==> config.mk <==
export PLATFORM = sky130hd
export DESIGN_NAME = vid_out_phy
export DESIGN_NICKNAME = d
export VERILOG_FILES = /design/src/rtl/vid_out_phy_pkg.sv /design/src/rtl/vid_out_phy_fifo.sv /design/src/rtl/vid_out_phy.sv
export SDC_FILE = /design/constraint.sdc
export NUM_CORES = 1
export LEC_CHECK = 0
export CAP_MARGIN = 40
export CORE_ASPECT_RATIO = 0.75
export CORE_MARGIN = 5
export CORE_UTILIZATION = 54
export CTS_CLUSTER_SIZE = 30
export DETAILED_ROUTE_END_ITERATION = 8
export PLACE_DENSITY = 0.72
export SYNTH_ARGS = -nofsm -noshare
export SYNTH_HDL_FRONTEND = slang
export SYNTH_HIERARCHICAL = 1
export SYNTH_SLANG_ARGS = --single-unit
export TNS_END_PERCENT = 30
==> constraint.sdc <==
create_clock -name clk -period 4.09 [get_ports clk]
set_clock_uncertainty 0.1 [all_clocks]
set_input_delay 0.818 -clock clk [delete_from_list [all_inputs] [get_ports clk]]
set_output_delay 0.818 -clock clk [all_outputs]
set_load 0.1 [all_outputs]
==> src/rtl/vid_out_phy_pkg.sv <==
// Shared definitions for the video PMOD transmit PHY: link states, default
// blanking fill bytes and the nibble-to-pad-word mapping.
package vid_out_phy_pkg;

    typedef enum logic [1:0] {
        ST_OFF = 2'd0,
        ST_PRE = 2'd1,
        ST_RUN = 2'd2
    } vid_state_e;

    localparam logic [7:0] FILL_A_DEF = 8'h80;
    localparam logic [7:0] FILL_B_DEF = 8'h10;
    localparam int         PAD_W      = 5;

    // Pad word is {even parity, nibble}; flip inverts parity for error injection.
    function automatic logic [4:0] pad_word(input logic [3:0] nib, input logic flip);
        return {(^nib) ^ flip, nib};
    endfunction

endpackage

==> src/rtl/vid_out_phy_fifo.sv <==
// Single-clock byte FIFO with combinational head read, occupancy output and
// a synchronous flush that empties it in one edge.
module vid_out_phy_fifo
    import vid_out_phy_pkg::*;
#(
    parameter int DEPTH = 16
)(
    input  logic                   clk,
    input  logic                   rst_n,
    input  logic                   i_flush,
    input  logic                   i_push,
    input  logic [7:0]             i_data,
    input  logic                   i_pop,
    output logic [7:0]             o_data,
    output logic                   o_full,
    output logic                   o_empty,
    output logic [$clog2(DEPTH):0] o_level
);
    localparam int AW = $clog2(DEPTH);

    logic [7:0]    r_mem [DEPTH];
    logic [AW-1:0] r_wr_ptr;
    logic [AW-1:0] r_rd_ptr;
    logic [AW:0]   r_level;
    logic          w_push;
    logic          w_pop;

    assign w_push = i_push & ~o_full & ~i_flush;
    assign w_pop  = i_pop & ~o_empty & ~i_flush;

    always_ff @(posedge clk) begin
        if (w_push)
            r_mem[r_wr_ptr] <= i_data;
    end

    always_ff @(posedge clk or negedge rst_n) begin
        if (!rst_n) begin
            r_wr_ptr <= '0;
            r_rd_ptr <= '0;
            r_level  <= '0;
        end else if (i_flush) begin
            r_wr_ptr <= '0;
            r_rd_ptr <= '0;
            r_level  <= '0;
        end else begin
            if (w_push)
                r_wr_ptr <= r_wr_ptr + 1'b1;
            if (w_pop)
                r_rd_ptr <= r_rd_ptr + 1'b1;
            case ({w_push, w_pop})
                2'b10:   r_level <= r_level + 1'b1;
                2'b01:   r_level <= r_level - 1'b1;
                default: ;
            endcase
        end
    end

    // DEPTH is a power of two, so the level MSB alone means full.
    assign o_data  = r_mem[r_rd_ptr];
    assign o_full  = r_level[AW];
    assign o_empty = (r_level == '0);
    assign o_level = r_level;

endmodule

==> src/rtl/vid_out_phy.sv <==
// Transmit PHY for the analog video PMOD link: FIFO-fed byte stream with
// blanking fill, split into two parity-protected nibbles on DDR pads.
module vid_out_phy
    import vid_out_phy_pkg::*;
#(
    parameter int         DEPTH   = 16,
    parameter int         PRE_LEN = 16,
    parameter logic [7:0] FILL_A  = FILL_A_DEF,
    parameter logic [7:0] FILL_B  = FILL_B_DEF
)(
    input  logic                   clk,
    input  logic                   rst_n,
    input  logic [7:0]             in_data,
    input  logic                   in_valid,
    output logic                   in_ready,
    input  logic                   active,
    input  logic                   err_inj,
    output logic                   stat_underflow,
    input  logic                   stat_clr,
    output logic [$clog2(DEPTH):0] fifo_level,
    output logic [4:0]             pad_data,
    output logic                   pad_clk
);
    localparam int CW = $clog2(PRE_LEN + 1);

    vid_state_e    r_state;
    logic [CW-1:0] r_pre_cnt;
    logic          r_fill_b;
    logic          r_err_pend;
    logic          r_stat_underflow;
    logic          r_out_vld;
    logic          r_out_err;
    logic [7:0]    r_out_byte;
    logic [4:0]    r_iob_rise;
    logic [4:0]    r_iob_fall;
    logic          r_iob_clk_en;

    logic [7:0]    w_head;
    logic [7:0]    w_fill_byte;
    logic          w_full;
    logic          w_empty;
    logic          w_push;
    logic          w_pop;
    logic          w_fill_run;
    logic          w_err;

    assign in_ready       = (r_state != ST_OFF) & ~w_full;
    assign w_push         = in_valid & in_ready;
    assign w_pop          = active & (r_state == ST_RUN) & ~w_empty;
    assign w_fill_run     = active & (r_state == ST_RUN) & w_empty;
    assign w_fill_byte    = r_fill_b ? FILL_B : FILL_A;
    assign w_err          = r_err_pend | err_inj;
    assign stat_underflow = r_stat_underflow;

    vid_out_phy_fifo #(
        .DEPTH (DEPTH)
    ) u_fifo (
        .clk     (clk),
        .rst_n   (rst_n),
        .i_flush (~active),
        .i_push  (w_push),
        .i_data  (in_data),
        .i_pop   (w_pop),
        .o_data  (w_head),
        .o_full  (w_full),
        .o_empty (w_empty),
        .o_level (fifo_level)
    );

    // While active, exactly one byte (FIFO head or fill) enters the output reg per edge.
    always_ff @(posedge clk or negedge rst_n) begin
        if (!rst_n) begin
            r_state          <= ST_OFF;
            r_pre_cnt        <= '0;
            r_fill_b         <= 1'b0;
            r_err_pend       <= 1'b0;
            r_stat_underflow <= 1'b0;
            r_out_vld        <= 1'b0;
            r_out_err        <= 1'b0;
            r_out_byte       <= '0;
        end else begin
            if (!active) begin
                r_state    <= ST_OFF;
                r_pre_cnt  <= '0;
                r_fill_b   <= 1'b0;
                r_out_vld  <= 1'b0;
                r_err_pend <= w_err;
            end else begin
                r_out_vld  <= 1'b1;
                r_out_byte <= w_pop ? w_head : w_fill_byte;
                r_out_err  <= w_err;
                r_err_pend <= 1'b0;
                r_fill_b   <= ~w_pop & ~r_fill_b;
                case (r_state)
                    ST_OFF: begin
                        r_state   <= ST_PRE;
                        r_pre_cnt <= CW'(1);
                    end
                    ST_PRE: begin
                        if (r_pre_cnt == CW'(PRE_LEN - 1))
                            r_state <= ST_RUN;
                        else
                            r_pre_cnt <= r_pre_cnt + 1'b1;
                    end
                    default: ;
                endcase
            end
            if (stat_clr)
                r_stat_underflow <= 1'b0;
            else if (w_fill_run)
                r_stat_underflow <= 1'b1;
        end
    end

    // Behavioral DDR output registers: rise word drives the high phase, fall word the low phase.
    always_ff @(posedge clk or negedge rst_n) begin
        if (!rst_n) begin
            r_iob_rise   <= '0;
            r_iob_fall   <= '0;
            r_iob_clk_en <= 1'b0;
        end else begin
            r_iob_clk_en <= r_out_vld;
            r_iob_rise   <= r_out_vld ? pad_word(r_out_byte[3:0], r_out_err) : '0;
            r_iob_fall   <= r_out_vld ? pad_word(r_out_byte[7:4], 1'b0) : '0;
        end
    end

    genvar gi;
    generate
        for (gi = 0; gi < PAD_W; gi++) begin : g_pad_data
            assign pad_data[gi] = clk ? r_iob_rise[gi] : r_iob_fall[gi];
        end
    endgenerate

    assign pad_clk = ~clk & r_iob_clk_en;

endmodule

==> results of run 1 <==
state kept, by name, summed over array words and instances, names as in the netlist:
| name | flops |
|---|---|
| u_fifo/r_rd_ptr | 4 |
| r_iob_rise | 5 |
| u_fifo/r_wr_ptr | 4 |
| r_fill_b | 1 |
| stat_underflow | 1 |
| r_iob_fall | 5 |
| r_out_err | 1 |
| r_out_byte | 8 |
| u_fifo/r_mem | 128 |
| r_state | 2 |
| r_err_pend | 1 |
| r_out_vld | 1 |
| u_fifo/o_level | 5 |
| r_iob_clk_en | 1 |
| r_pre_cnt | 5 |
stage by stage:
stage | hold WS, ns | setup TNS, ns
3_5_place_dp | 0.3616 | -0.9661
5_1_grt | 0.04332 | 0
2_1_floorplan | 0.3308 | -0.01837
3_3_place_gp | 0.3421 | -0.9661
6_report | 0.05077 | 0
4_1_cts | 0.03520 | 0
metal layers:
layer  part of all wire (%)  track usage [%]  vias to the layer above
li1                       -                -                     1913
met1                     46            28.84                     2094
met2                     46            26.66                      123
met3                    6.1            5.488                       19
met4                    1.6            8.030                        0
met5                      0                0                        -
cell usage in the layout, fill, tap and decap left out, types with 4 or more instances in the layout:
master / netlist / routed
mux4_2: 16 / 16
clkinv_4: 0 / 5
xnor2_1: 9 / 9
inv_6: 0 / 4
a22oi_1: 11 / 11
ha_1: 10 / 10
nand3_1: 10 / 10
clkdlybuf4s50_1: 0 / 19
clkdlybuf4s15_2: 0 / 6
clkbuf_16: 0 / 21
nand2_1: 18 / 18
buf_4: 2 / 17
o21ai_0: 16 / 16
xor2_1: 5 / 5
mux2i_1: 34 / 34
nor2b_1: 5 / 4
mux2_2: 7 / 7
dfrtp_1: 44 / 43
a221oi_1: 17 / 17
edfxtp_1: 128 / 128
inv_1: 16 / 16
and2_1: 12 / 12
a21oi_1: 8 / 8
nor2_1: 44 / 44
inv_8: 0 / 4
buf_8: 0 / 7
worst paths after layout:
kind / start / end / slack, ns / cells after the start
max in group asynchronous: rst_n / u_fifo/r_rd_ptr[0] / 3.35 / 2
hold reg to reg: r_fill_b / r_fill_b / 0.38 / 1
min in group clk: r_fill_b / r_fill_b / 0.38 / 1
hold / removal: rst_n / u_fifo/o_level[0] / 0.05 / 1
setup reg to reg: u_fifo/o_level[0] / u_fifo/o_level[4] / 0.91 / 11
setup / recovery: clk / pad_data[0] / 0.11 / 4
timing repair:
action | 4_1_cts | 5_1_grt
endpoints found under the hold margin | 0 | 0
gates resized for setup | 18 | 0
setup endpoints to repair | 6 | 0
logic make-up after synthesis:
logic type	count (synthesis)	synth area share [%]
mux	57	10.74
fa+ha+maj	11	1.999
flops	172	68.10
xor+xnor	14	1.689
compound gates	72	7.186
simple gates	107	7.565
buf+inv	42	2.723
cell type report:
class / count / share of cell area (%)
Sequential cell: 172 / 57.91
Multi-Input combinational cell: 261 / 24.83
Clock buffer: 28 / 6.988
Timing Repair Buffer: 45 / 5.245
Tap cell: 171 / 2.505
Clock inverter: 15 / 1.729
Inverter: 18 / 0.7911
report_power, final:
group | internal, mW | switching [mW]
Sequential | 1.90 | 0.0153
Clock | 1.03 | 0.920
Combinational | 0.0506 | 0.0853
Total | 2.98 | 1.02
==> results by group, run 1 <==
Status
  – Status: finished, final reports clean

STA
  – Finish-stage setup viols: 0
  – Final setup margin: 0.1051 ns
  – Worst slew margin: 38.55%
  – Max-slew violation count: 0
  – Final Hold Violating Endpoints: 0
  – RSZ-0062 raised after global routing: false
  – Worst slew pin tran: 0.9183 ns

Power and ir drop
  – Post-layout power: 3.999 mW
  – PD cells: 468.2 mW/mm2
  – Leak: 3.018 nW
  – Maximum VDD drop: 0.0004993 V

Floorplan
  – Initial Utilization: 55.58%
  – Die W: 143.9 um
  – Core area: 0.01306 mm2
  – I/O Pins: 27
  – Die area: 0.01589 mm2
  – # rows: 36
  – Die Y: 110.4 um

Place
  – Post-Place Setup Slack: -0.1796 ns
  – Placed instance count: 673
  – DP HPWL: 9.186 mm
  – Port-buffer cells: 26
  – Dpl cell area: 0.007856 mm2
  – GP Congestion: 0.8143

Drt
  – DRC: 0
  – DR vias/cell: 5.844
  – DR vias: 4149
  – Antenna-violating nets left: 0
  – Average wire per standard cell: 20.05 um
  – DR pass1 iterations: 5
  – Iteration-0 DRC Markers: 374
  – DRT Wirelength: 14.23 mm

Layout
  – Post-layout util: 65.38%
  – Fin nets: 550
  – Layout fillers: 918
  – Share of cells above drive strength 1: 18.92%
  – Non-Filler Instances: 710
  – Multi-input logic area: 0.002121 mm2
  – # diodes: 0
  – Post-layout instance area: 0.008541 mm2
  – Sequential cell area: 0.004946 mm2
  – Area delta synth->final: 17.63%

Setup path
  – Worst Path Buf+Inv: 3
  – Crit-path slowest cell: clkdlybuf4s15_2
  – CP peak stage delay: 0.55 ns
  – Critical path, cell by cell: clkbuf_16, clkbuf_16, mux2_2, clkdlybuf4s15_2
  – Setup crit start kind: clock port
  – Crit path capture type: output port
  – Setup CP Type: clk2out
  – Crit Path Max Fanout: 3
  – Most common cell on crit path: clkbuf_16
  – Required time of the critical path: 3.17 ns
  – Top delay family on crit path: buffers and inverters
  – Worst path arrival time: 3.07 ns

Clocking
  – Post-CTS Setup Bufs: 0
  – Insertion delay of the later-clocked pin in the worst-skew pair: 0.54 ns
  – CTS tree: done
  – Reg clk slew, reported paths: 0.07 ns
  – Hold_buf cts: 0

Global route
  – Vias in the first global route: 4223
  – Remaining Overflow, GRT: 0
  – All-Layer GR Usage: 19.34%
  – First-pass GRT wire length: 22.87 mm
  – Initial antenna violation count: 0
  – Largest net degree at the start of global routing: 36

Synthesis
  – Fraction of registers with async set/reset: 25.58%
  – Most numerous cell in the Yosys netlist: edfxtp_1
  – Post-synth top cells: 128 x edfxtp_1, 44 x dfrtp_1, 44 x nor2_1, 34 x mux2i_1, 18 x nand2_1
  – Syn nets: 500
  – Avg Cell Area, Syn: 15.29 um2
  – Seq/Total Area, Yosys: 68.10%
  – Post-Syn Instances: 475
  – Post-synthesis cell type count: 51
  – Synth Register Bits: 172
  – Ranking of synthesized cells by area: edfxtp_1 53%, dfrtp_1 15%, mux4_2 5.0%
  – EDFF count, synth: 128
  – Synth top area share: 52.94%
  – Post-Synthesis Cell Area: 0.007261 mm2
  – Cell taking the most area after synthesis: edfxtp_1
  – Yosys warns: 6
  – Primary FF master, synth: edfxtp_1

Job
  – Max-cap violation count: 0

Min path
  – HP Class: in2async
No activity file was read; power rests on OpenSTA's default activity.
==> run 2: changes to the inputs <==
- CAP_MARGIN: 40 -> unset
==> results by group, run 2 (synthesized netlist as in run 1, its figures left out) <==
Setup path
  – Reg-to-reg startpoint: u_fifo/o_level[0] (unchanged)
  – Critical path, cell by cell: clkbuf_16, clkbuf_16, mux2_2, clkdlybuf4s15_2 (unchanged)
  – Worst path arrival time: 3.06 ns (was 3.07 ns)
  – Crit path capture: pad_data[0] (unchanged)
  – CP peak stage delay: 0.55 ns (about the same)
  – Crit path capture type: output port (unchanged)
  – Setup crit start: clk (unchanged)
  – Crit Path Max Fanout: 3 (unchanged)
  – Most common cell on crit path: clkbuf_16 (unchanged)
  – Setup crit start kind: clock port (unchanged)
  – R2R Setup Slk: 0.87 ns (was 0.91 ns)
  – Top delay family on crit path: buffers and inverters (unchanged)
  – CP Depth: 4 (unchanged)
  – Worst Path Buf+Inv: 3 (unchanged)
  – R2r endpoint: u_fifo/o_level[4] (unchanged)
  – Crit-path slowest cell: clkdlybuf4s15_2 (unchanged)
  – Worst reg2reg path depth: 11 (unchanged)
  – Required time of the critical path: 3.17 ns (about the same)
  – Setup CP Type: clk2out (unchanged)

Global route
  – Initial antenna violation count: 0 (unchanged)
  – All-Layer GR Usage: 19.06% (was 19.34%)
  – Remaining Overflow, GRT: 0 (unchanged)
  – First-pass GRT wire length: 22.44 mm (was 22.87 mm)
  – Largest net degree at the start of global routing: 45 (was 36)
  – Vias in the first global route: 4176 (was 4223)

Clocking
  – Insertion delay of the later-clocked pin in the worst-skew pair: 0.54 ns (about the same)
  – Hold_buf cts: 0 (unchanged)
  – CTS tree: done (unchanged)
  – Reg clk slew, reported paths: 0.07 ns (about the same)

Place
  – GP Congestion: 0.8143 (unchanged)
  – Placed instance count: 664 (was 673)
  – DP HPWL: 8.944 mm (was 9.186 mm)
  – Post-Place Setup Slack: -0.1796 ns (unchanged)
  – Port-buffer cells: 26 (unchanged)

Power and ir drop
  – Sw Share: 25.07% (was 25.54%)
  – Clock network power share: 49.7% (was 48.8%)
  – Seq pwr share: 47.2% (was 47.8%)
  – PD cells: 480.0 mW/mm2 (was 468.2 mW/mm2)
  – Power share of the combinational group: 3.1% (was 3.4%)
  – NetSw: 1.015 mW (was 1.021 mW)
  – Post-layout power: 4.049 mW (was 3.999 mW)
  – Leak: 2.961 nW (was 3.018 nW)
  – Int Power: 3.034 mW (was 2.977 mW)
  – Maximum VDD drop: 0.0005038 V (was 0.0004993 V)

STA
  – Final Hold Violating Endpoints: 0 (unchanged)
  – Finish-stage setup viols: 0 (unchanged)
  – Worst slew pin tran: 1.002 ns (was 0.9183 ns)
  – Worst slew margin: 33.21% (was 38.55%)
  – RSZ-0062 raised after global routing: false (unchanged)
  – Setup TNS: 0 ns (unchanged)
  – Max-slew violation count: 0 (unchanged)
  – Final setup margin: 0.1075 ns (was 0.1051 ns)

Drt
  – DR vias: 4124 (was 4149)
  – Antenna-violating nets left: 0 (unchanged)
  – DR pass1 iterations: 6 (was 5)
  – DRC: 0 (unchanged)
  – Average wire per standard cell: 19.87 um (was 20.05 um)
  – DRT Wirelength: 13.93 mm (was 14.23 mm)
  – DR vias/cell: 5.883 (was 5.844)
  – Iteration-0 DRC Markers: 393 (was 374)

Layout
  – Largest register by flop count: u_fifo/r_mem (unchanged)
  – Most frequent cells in the layout: 128 x edfxtp_1, 44 x nor2_1, 43 x dfrtp_1 (unchanged)
  – Fin nets: 541 (was 550)
  – Most common cell after layout, fill and taps aside: edfxtp_1 (unchanged)
  – Non-Filler Instances: 701 (was 710)
  – # diodes: 0 (unchanged)
  – Regs by FF count: u_fifo/r_mem x128, r_out_byte x8 (unchanged)
  – Share of cells above drive strength 1: 17.55% (was 18.92%)
  – Number of flip-flops in the largest register: 128 (unchanged)
  – Area delta synth->final: 16.18% (was 17.63%)

Job
  – Max-cap violation count: 0 (unchanged)

Floorplan
  – Die area: 0.01589 mm2 (unchanged)
  – # rows: 36 (unchanged)
  – Die Y: 110.4 um (unchanged)
  – Core area: 0.01306 mm2 (unchanged)
  – Initial Utilization: 55.58% (unchanged)
  – Die W: 143.9 um (unchanged)
  – I/O Pins: 27 (unchanged)

Min path
  – HP Class: in2async (unchanged)

Status
  – Status: finished, final reports clean (unchanged)
[run 2: power by group through the flow]
stage / registers [mW] / logic [mW] / clock network (mW)
final: 1.91 / 0.126 / 2.01
after global routing: 1.91 / 0.138 / 2.14
after CTS: 1.91 / 0.127 / 2.05
after detailed placement: 1.95 / 0.126 / 0.199
after global placement: 1.95 / 0.123 / 0.199
after floorplan: 1.95 / 0.0617 / 0.166
[run 2: what timing repair did]
item                       in CTS  in global routing
resized for setup              18                  0
setup endpoints to repair       6                  0
setup buffers                   0                  0
[run 2: area by class of cell]
type / instances / area [um2]
sequential: 172 / 4946
tap: 171 / 214.0
inverter: 18 / 67.56
clock buffer: 28 / 596.8
fill: 950 / 4627
clock inverter: 15 / 175.2
timing repair buffer: 36 / 315.3
multi-input combinational: 261 / 2121
[run 2: worst min path at each step]
| stage | endpoint | slack (ns) | depth (start not counted) | start |
|---|---|---|---|---|
| floorplan | r_fill_b | 0.33 | 1 | r_fill_b |
| global placement | r_fill_b | 0.34 | 1 | r_fill_b |
| detailed placement | r_fill_b | 0.35 | 1 | r_fill_b |
| CTS | u_fifo/r_wr_ptr[0] | 0.36 | 1 | rst_n |
| global route | r_fill_b | 0.40 | 1 | r_fill_b |
| finish | u_fifo/o_level[4] | 0.33 | 1 | rst_n |
[run 2: metrics by stage]
stage | util, % | area (um2) | hold WS, ns
global placement | 59.13 | 7724 | 0.3421
detailed placement | 59.13 | 7724 | 0.3542
CTS | 64.58 | 8436 | 0.3591
global route | 64.58 | 8436 | 0.4033
floorplan | - | 7263 | 0.3308
finish | 64.58 | 8436 | 0.3326
[run 2: per-layer routing]
metal | GRT usage [%] | up-vias | share of wire [%]
met5 | 0 | - | 0
met4 | 7.528 | 0 | 1.2
met3 | 6.482 | 22 | 6.3
met2 | 25.70 | 128 | 46
met1 | 28.42 | 2082 | 46
li1 | - | 1892 | -
==> run 3: changes to the inputs <==
- CAP_MARGIN: unset -> 5
- HOLD_SLACK_MARGIN: unset -> 0.03
==> results of run 3 <==
No change in the layout: final DEF, timing and power equal those of run 2.
